<file path="src/rtl/vc_egress_sink.sv">
`default_nettype none
// +----------------------------------------------------------------------------+
// | vc_egress_sink : two-port egress sink FIFOs, pause generation, link FSM.    |
// | Define VC_SINK_WATERMARK_EN to add per-port high-water-mark outputs.        |
// | Revision: 1.0                                                               |
// +----------------------------------------------------------------------------+
module vc_egress_sink #(
  parameter int DATA_W = 6,
  parameter int DEPTH  = 8,
  parameter int AW     = 3
) (
  input  logic              clk,
  input  logic              reset_L,
  input  logic              init,
  input  logic [AW:0]       umbral_p0,
  input  logic [AW:0]       umbral_p1,
  input  logic              push_p0,
  input  logic [DATA_W-1:0] data_in_p0,
  input  logic              push_p1,
  input  logic [DATA_W-1:0] data_in_p1,
  input  logic              pop_p0,
  input  logic              pop_p1,
  output logic [DATA_W-1:0] data_out_p0,
  output logic              valid_out_p0,
  output logic [DATA_W-1:0] data_out_p1,
  output logic              valid_out_p1,
  output logic              pause_p0,
  output logic              pause_p1,
  output logic [AW:0]       count_p0,
  output logic [AW:0]       count_p1,
`ifdef VC_SINK_WATERMARK_EN
  output logic [AW:0]       hwm_p0,
  output logic [AW:0]       hwm_p1,
`endif
  output logic              active_out,
  output logic              idle_out,
  output logic              error_out
);

  typedef enum logic [2:0] {
    ST_RESET  = 3'd0,
    ST_INIT   = 3'd1,
    ST_IDLE   = 3'd2,
    ST_ACTIVE = 3'd3,
    ST_ERROR  = 3'd4
  } state_t;

  localparam logic [AW:0] FULL = (AW+1)'(DEPTH);
  localparam logic [AW:0] ONE  = (AW+1)'(1);

  state_t state_q, state_d;
  logic   active_q, idle_q, error_q;
  logic   accept;
  logic   pause_en;
  logic   err_ev;
  logic   drained;

  // Writes and reads only move while the link is up and no config window is open.
  assign accept   = ((state_q == ST_IDLE) || (state_q == ST_ACTIVE)) && !init;
  assign pause_en = (state_q != ST_RESET) && (state_q != ST_INIT);

  for (genvar p = 0; p < 2; p++) begin : g_port
    logic              push_i, pop_i;
    logic [DATA_W-1:0] din_i;
    logic [AW:0]       umbral_i;
    logic [DATA_W-1:0] mem_q [DEPTH];
    logic [AW-1:0]     wr_ptr_q, wr_ptr_d, rd_ptr_q, rd_ptr_d;
    logic [AW:0]       count_q, count_d, thr_q, thr_d;
    logic [DATA_W-1:0] dout_q, dout_d;
    logic              valid_q, valid_d;
    logic              ovf, unf, wr_en, rd_en, pause;

    assign push_i   = (p == 0) ? push_p0    : push_p1;
    assign pop_i    = (p == 0) ? pop_p0     : pop_p1;
    assign din_i    = (p == 0) ? data_in_p0 : data_in_p1;
    assign umbral_i = (p == 0) ? umbral_p0  : umbral_p1;

    always_comb begin
      ovf      = accept && push_i && !pop_i && (count_q == FULL);
      // An empty pop is a fault even with a same-cycle push: no bypass, push dropped too.
      unf      = accept && pop_i && (count_q == '0);
      wr_en    = accept && push_i && !ovf && !unf;
      rd_en    = accept && pop_i && !unf;
      wr_ptr_d = wr_ptr_q + AW'(wr_en);
      rd_ptr_d = rd_ptr_q + AW'(rd_en);
      count_d  = count_q;
      if (wr_en && !rd_en) begin
        count_d = count_q + ONE;
      end else if (rd_en && !wr_en) begin
        count_d = count_q - ONE;
      end
      if (init) begin
        wr_ptr_d = '0;
        rd_ptr_d = '0;
        count_d  = '0;
      end
      thr_d   = init ? umbral_i : thr_q;
      dout_d  = rd_en ? mem_q[rd_ptr_q] : dout_q;
      valid_d = rd_en;
    end

    always_ff @(posedge clk or negedge reset_L) begin
      if (!reset_L) begin
        wr_ptr_q <= '0;
        rd_ptr_q <= '0;
        count_q  <= '0;
        thr_q    <= '0;
        dout_q   <= '0;
        valid_q  <= 1'b0;
      end else begin
        wr_ptr_q <= wr_ptr_d;
        rd_ptr_q <= rd_ptr_d;
        count_q  <= count_d;
        thr_q    <= thr_d;
        dout_q   <= dout_d;
        valid_q  <= valid_d;
      end
    end

    always_ff @(posedge clk) begin
      if (wr_en) begin
        mem_q[wr_ptr_q] <= din_i;
      end
    end

    assign pause = pause_en && (thr_q != '0) && (count_q >= thr_q);

`ifdef VC_SINK_WATERMARK_EN
    logic [AW:0] hwm_q, hwm_d;

    always_comb begin
      hwm_d = hwm_q;
      if (init) begin
        hwm_d = '0;
      end else if (count_d > hwm_q) begin
        hwm_d = count_d;
      end
    end

    always_ff @(posedge clk or negedge reset_L) begin
      if (!reset_L) begin
        hwm_q <= '0;
      end else begin
        hwm_q <= hwm_d;
      end
    end
`endif
  end

  assign err_ev  = g_port[0].ovf || g_port[0].unf || g_port[1].ovf || g_port[1].unf;
  assign drained = (g_port[0].count_q == '0) && (g_port[1].count_q == '0) &&
                   !push_p0 && !push_p1;

  // Priority: init beats fault detection, which beats the normal transitions.
  always_comb begin
    state_d = state_q;
    case (state_q)
      ST_RESET:  state_d = ST_INIT;
      ST_INIT:   if (!init) state_d = ST_IDLE;
      ST_IDLE:   if (push_p0 || push_p1) state_d = ST_ACTIVE;
      ST_ACTIVE: if (drained) state_d = ST_IDLE;
      ST_ERROR:  state_d = ST_ERROR;
      default:   state_d = ST_RESET;
    endcase
    if (err_ev) begin
      state_d = ST_ERROR;
    end
    if (init) begin
      state_d = ST_INIT;
    end
  end

  always_ff @(posedge clk or negedge reset_L) begin
    if (!reset_L) begin
      state_q  <= ST_RESET;
      active_q <= 1'b0;
      idle_q   <= 1'b0;
      error_q  <= 1'b0;
    end else begin
      state_q  <= state_d;
      active_q <= (state_d == ST_ACTIVE);
      idle_q   <= (state_d == ST_IDLE);
      error_q  <= (state_d == ST_ERROR);
    end
  end

  assign data_out_p0  = g_port[0].dout_q;
  assign valid_out_p0 = g_port[0].valid_q;
  assign data_out_p1  = g_port[1].dout_q;
  assign valid_out_p1 = g_port[1].valid_q;
  assign pause_p0     = g_port[0].pause;
  assign pause_p1     = g_port[1].pause;
  assign count_p0     = g_port[0].count_q;
  assign count_p1     = g_port[1].count_q;
`ifdef VC_SINK_WATERMARK_EN
  assign hwm_p0       = g_port[0].hwm_q;
  assign hwm_p1       = g_port[1].hwm_q;
`endif
  assign active_out   = active_q;
  assign idle_out     = idle_q;
  assign error_out    = error_q;

endmodule
`default_nettype wire
</file>
<file path="config.mk">
export PLATFORM = sky130hd
export DESIGN_NAME = vc_egress_sink
export DESIGN_NICKNAME = d
export VERILOG_FILES = /design/src/rtl/vc_egress_sink.sv
export SDC_FILE = /design/constraint.sdc
export NUM_CORES = 1
export LEC_CHECK = 0
export BUFFER_PORTS_ARGS = -buffer_cell sky130_fd_sc_hd__buf_2
export CAP_MARGIN = 25
export CORE_MARGIN = 2
export CORE_UTILIZATION = 55
export DETAILED_ROUTE_END_ITERATION = 8
export GPL_TIMING_DRIVEN = 0
export PLACE_DENSITY = 0.74
export SLEW_MARGIN = 10
export SYNTH_ARGS = -nofsm -noshare
export SYNTH_HDL_FRONTEND = slang
export SYNTH_SLANG_ARGS = --single-unit
</file>
<file path="constraint.sdc">
create_clock -name clk -period 4.4 [get_ports clk]
set_input_delay 0.88 -clock clk [delete_from_list [all_inputs] [get_ports clk]]
set_output_delay 0.88 -clock clk [all_outputs]
set_load 0.1 [all_outputs]
</file>
# Word-level counts from Yosys, hierarchy flattened
# Memory sizes are Yosys's and may differ from the RTL's. A register that Yosys moved wholly into a read port is not among the register bits.
# Index checks and enable logic that the tools add are counted.
[word_totals]
n_memories = 2
ramBits = 96
out_inout_bits = 27
ff_bits = 36
[mem_list]
columns = ["name", "depth", "width", "rd", "rd_ports_with_merged_regs", "wr", "line", "source"]
rows = [
  ["g_port[0].mem_q", 8, 6, 1, 1, 1, "66", "logic [DATA_W-1:0] mem_q [DEPTH];"],
  ["g_port[1].mem_q", 8, 6, 1, 1, 1, "66", ""],
]
[classes]
order_cmp = 2
muxes = 19
n_addsub = 8
n_eq_ne = 10
reduce_logical = 57
[ops]
columns = ["operator", "count"]
rows = [
  ["$logic_and 1x1->1", 29],
  ["$mux 3", 8],
  ["$mux 4", 6],
  ["$logic_not 1->1", 15],
  ["$pmux 3 s5", 1],
  ["$add 3x1->3", 4],
  ["$eq 3x2->1 const B", 4],
  ["$reduce_bool 3->1", 3],
  ["$add 4x1->4 const B", 2],
  ["$eq 4x4->1 const B", 2],
  ["$ge 4x4->1", 2],
  ["$logic_not 4->1", 2],
  ["$reduce_bool 4->1", 2],
  ["$sub 4x1->4 const B", 2],
  ["$eq 3x3->1 const B", 2],
  ["$logic_or 1x1->1", 5],
  ["$mux 1", 4],
  ["$eq 3x1->1 const B", 1],
  ["$logic_not 3->1", 1],
  ["$ne 3x1->1 const B", 1],
]

# Longest topological paths before layout
[depth]
ltp_word = 14
ltp_mapped = 9
depth_no_buf = 7

# Worst setup path before layout
# No wires, ideal clock.
[synth_path]
kind = "register to output"
from = "register g_port[0].count_q[0] (netlist: count_p0[0])"
to = "output pause_p0"
t_arrival_ns = 3.243
n_path_buf = 0
required_ns = 3.520
path_stages_with_launch = 7
setup_slack_ns = 0.277
path_cell_list = "dfrtp_1 inv_1 ha_1 inv_1 a21boi_0 o21ai_0 a21oi_1"
[synth_via]
elab_chain_len = 2
[synth_rtl]
columns = ["element", "line", "source"]
rows = [
  ["start, declared", "68", "logic [AW:0] count_q, count_d, thr_q, thr_d;"],
  ["start signal, assigned", "113", "count_q <= count_d;"],
  ["$ge 4x4->1", "126", "assign pause = pause_en && (thr_q != '0) && (count_q >= thr_q);"],
  ["$logic_and 1x1->1", "126", ""],
  ["end, declared", "27", "output logic pause_p0,"],
]
# Every way passes these cells.

# Worst setup path after layout
# Ends and elaborated chain as after synthesis.

==> metrics.md <==
| Metric | Value |
|---|---|
| # rows | 38 |
| Post-DR vias/cell | about 5.7 |
| Layout Cells excl Fill | between 600 and 700 |
| Area of the die | around 12,000 µm² |
| H-tree Lvls | 4 |
| Post-synthesis share of cell area spent on and, or, nand and nor gates | 0.0941 |
| Largest cells by area after synthesis | edfxtp_1, dfrtp_1, mux4_2, ha_1, nor2_1 |
| Post-synthesis instance area | between 6000 and 7000 µm² |
| Global-route wire length before repair | 18,700 µm |
| Number of cells in the design after placement | between 600 and 700 |
| Via count of the first global-routing pass | between 3,000 and 4,000 |
| Total routing usage reported by global routing | 0.216 |
| Number of maximum-capacitance constraint violations | 0 |
| Initial antenna violation count | 0 |
| Number of buffers created by CTS | 17 |
| Worst-path maximum fanout | 6 |
| Post-detailed-routing wire length | between 10,000 and 15,000 µm |
| CTS sink cnt | between 100 and 150 |
| Total setup buffers inserted after CTS | 0 |
| Setup skew after layout | just over 0.01 ns |
| Per-cell routed wire length | ~19 µm |
| Total power draw | approximately 4.3 mW |
| Endpoint type of the worst setup path | output port |
| Most frequent cell after synthesis | edfxtp_1 |
| Maximum number of pins on one net before global-route repair | 36 |
| Highest cell delay on the worst timing path | 0.45 ns |
| Number of different library cells in the post-synthesis netlist | just over 50 |
| Average cell area after synthesis | 15.2 µm² |
| Post-CTS clock slew at the launch and capture registers of the worst setup and hold paths | 0.06 ns |
| Quantity of gates resized following cts | 0 |
| Synthesized Nets | around 460 |
| Root Driver | clkbuf_16 |
| Final Core Density | 0.669 |
| Max Root-Sink Buffers | 2 |
| Die H | 110 µm |
| Number of top-level pins | 54 |
| Top-area cell type share of the netlist area | 0.465 |
| Setup violation total in the final timing report | 0 |
| Pre-antenna DRT Iters | 5 |
| Power per standard cell area | approximately 590 nW/µm² |
| Status | completed |
| Portion of the post-synthesis area used by sequential elements | 0.659 |
| Setup repair after global routing missed its margin | false |
| Crit path kind | reg2out |
| Worst path most repeated cell | inv_1 |
| Kind of path behind the tightest hold check | in2async |
| Leading post-synthesis cells by instance count | edfxtp_1, dfrtp_1, nor2_1, mux4_2, ha_1 |
| Via count of the routed design | ~3,600 |
| Diode insertion count for antenna repair | 0 |
| Number of max-slew violations in the final report | 0 |
| Xor/xnor cell area share of the yosys netlist | 0.0113 |
| Ys flop type | edfxtp_1 |
| Top cell type by total area after synthesis | edfxtp_1 |
| Gr ovfl total | 0 |
| Flops & latches, synth | approximately 140 |
| Tmin final | between 3 and 4 ns |
| Adder and majority cell fraction of the synthesized area | 0.0468 |
| Critical path required time | between 3 and 4 ns |
| Main combinational cell family by area after synthesis | multiplexers |
| Hold buffers post-CTS | 0 |
| Arrival @ worst endpoint | between 2 and 2.5 ns |
| P_leak | roughly 2.8 nW |
| Setup total negative slack | 0 ns |
| Area Overhead vs Synth | 18.0% |
| Share of final-layout standard cells stronger than drive strength 1 | 0.254 |
| Highest clock rate | around 0.33 GHz |
| Final routed DRC violation total | 0 |
| Warning count from the yosys run | 0 |
| Synth Instances | 408 |
| Post-synthesis mux area share | 0.110 |
| CP max-delay cell | buf_2 |
| Max-slew headroom | 0.322 |
| Detailed Place HPWL | roughly 7800 µm |
| Cell breakdown of the critical path | inv_1, ha_1, inv_1, a21boi_0, o21ai_0, a21oi_1, buf_2 |
| TritonCTS clock tree | built |
| Post-synth EDFFs | 96 |
| Number of hold violations in the final report | 0 |
| Placer congestion estimate | 0.779 |
| Die outline width | between 100 and 150 µm |
| Area fraction in compound gates after synthesis | 0.0569 |
| Measured slew at the worst slew-check pin | around 1.0 ns |
| Starting utilization of the core area | 0.567 |
| Post-layout net count | 532 |
| Share of synthesized flip-flops with an asynchronous set or reset | 0.333 |
| Maximum VDD drop | ~0.43 mV |
| Type of element launching the critical path | register |
| Crit path buffers/inverters | 3 |
| CP top delay family | buffers and inverters |
| DRC violation total after the first TritonRoute iteration | roughly 270 |
| Final ANT Viol Nets | 0 |
| Ratio of final minimum period to clock period | 0.687 |
| Clock latency on the worst-skew pair | approximately 0.42 ns |
| Buffers added on ports | 53 |
| Area of the placeable core | approximately 11,000 µm² |
-- through the flow --
step	setup slack, ns	hold WS [ns]	cell area (µm²)
final	1.38	0.384	7320
after floorplan	0.277	0.499	6200
after global routing	1.16	0.392	7320
after detailed placement	1.34	0.514	6670
after CTS	1.36	0.388	7320
after global placement	1.46	0.502	6640
-- metal layers --
metal  GRT usage  vias to the layer above  part of all wire
li1            -                     1704                 -
met1       0.292                     1809              0.42
met2       0.340                      103              0.50
met3      0.0541                       19             0.056
met4      0.0857                        0             0.018
met5           0                        -                 0
-- layout by cell type (no fill, tap or decap), types with 3 or more instances in the layout --
| cell type | count |
|---|---|
| dfrtp_1 | 48 |
| ha_1 | 20 |
| o21ai_0 | 17 |
| clkbuf_1 | 9 |
| mux4_2 | 24 |
| a211oi_1 | 3 |
| clkinv_4 | 3 |
| clkbuf_16 | 17 |
| bufinv_16 | 5 |
| inv_1 | 16 |
| nor2b_1 | 13 |
| xnor2_1 | 5 |
| a21oi_1 | 17 |
| mux2i_1 | 12 |
| nand2_1 | 12 |
| edfxtp_1 | 96 |
| nand2b_1 | 8 |
| nor3_1 | 7 |
| nor2_1 | 38 |
| xor2_1 | 3 |
| or4_1 | 7 |
| buf_2 | 61 |
-- layout make-up --
cell class	instances	area, µm²
Clock inverter	14	214
Fill cell	757	3620
Clock buffer	18	429
Tap cell	140	175
Timing Repair Buffer	56	300
Multi-Input combinational cell	231	1980
Inverter	17	63.8
Sequential cell	144	4080
Buffer	16	70.1
-- power breakdown --
part | internal [mW] | total (mW) | switching, mW
clock network | 1.01 | 1.55 | 0.543
registers | 1.56 | 1.63 | 0.0781
logic | 0.257 | 1.17 | 0.909
-- flip-flops by register name, summed over array words and instances (netlist names) --
signal and flops:
data_out_p0 6, g_port.thr_q 8, state_q 3, valid_out_p0 1, count_p0 4, active_out 1, g_port.mem_q 96, idle_out 1
g_port.wr_ptr_q 6, count_p1 4, g_port.rd_ptr_q 6, error_out 1, valid_out_p1 1, data_out_p1 6
-- final timing paths --
kind	depth (start not counted)	end	start	slack [ns]
worst min-delay path	1	data_out_p1[3]	reset_L	0.38
worst max-delay path	7	pause_p0	count_p0[0]	1.38
max in group asynchronous	2	count_p1[1]	reset_L	3.49
worst max register to register	8	count_p0[3]	state_q[2]	1.73
worst min register to register	2	data_out_p1[5]	data_out_p1[5]	0.53
min in group clk	2	data_out_p1[5]	data_out_p1[5]	0.53
-- worst reg2reg max path, delay by kind of cell, from the launching register on --
| kind | cells | cell delay [ns] |
|---|---|---|
| AND/OR/NAND/NOR | 3 | 1.09 |
| flip-flops | 1 | 0.36 |
| buffers and inverters | 1 | 0.21 |
| AO/OA/AOI/OAI | 3 | 0.59 |
| adder cells (fa/ha/maj) | 1 | 0.29 |
-- kinds of logic (layout without fill, tap and decap cells) --
logic type / Yosys count / in the layout
flip-flops: 144 / 144
AND/OR/NAND/NOR: 106 / 106
AO/OA/AOI/OAI: 57 / 57
multiplexers: 38 / 38
buffers and inverters: 33 / 121
adder cells (fa/ha/maj): 22 / 22
XOR/XNOR: 8 / 8
(Power assumes the default switching activity.)
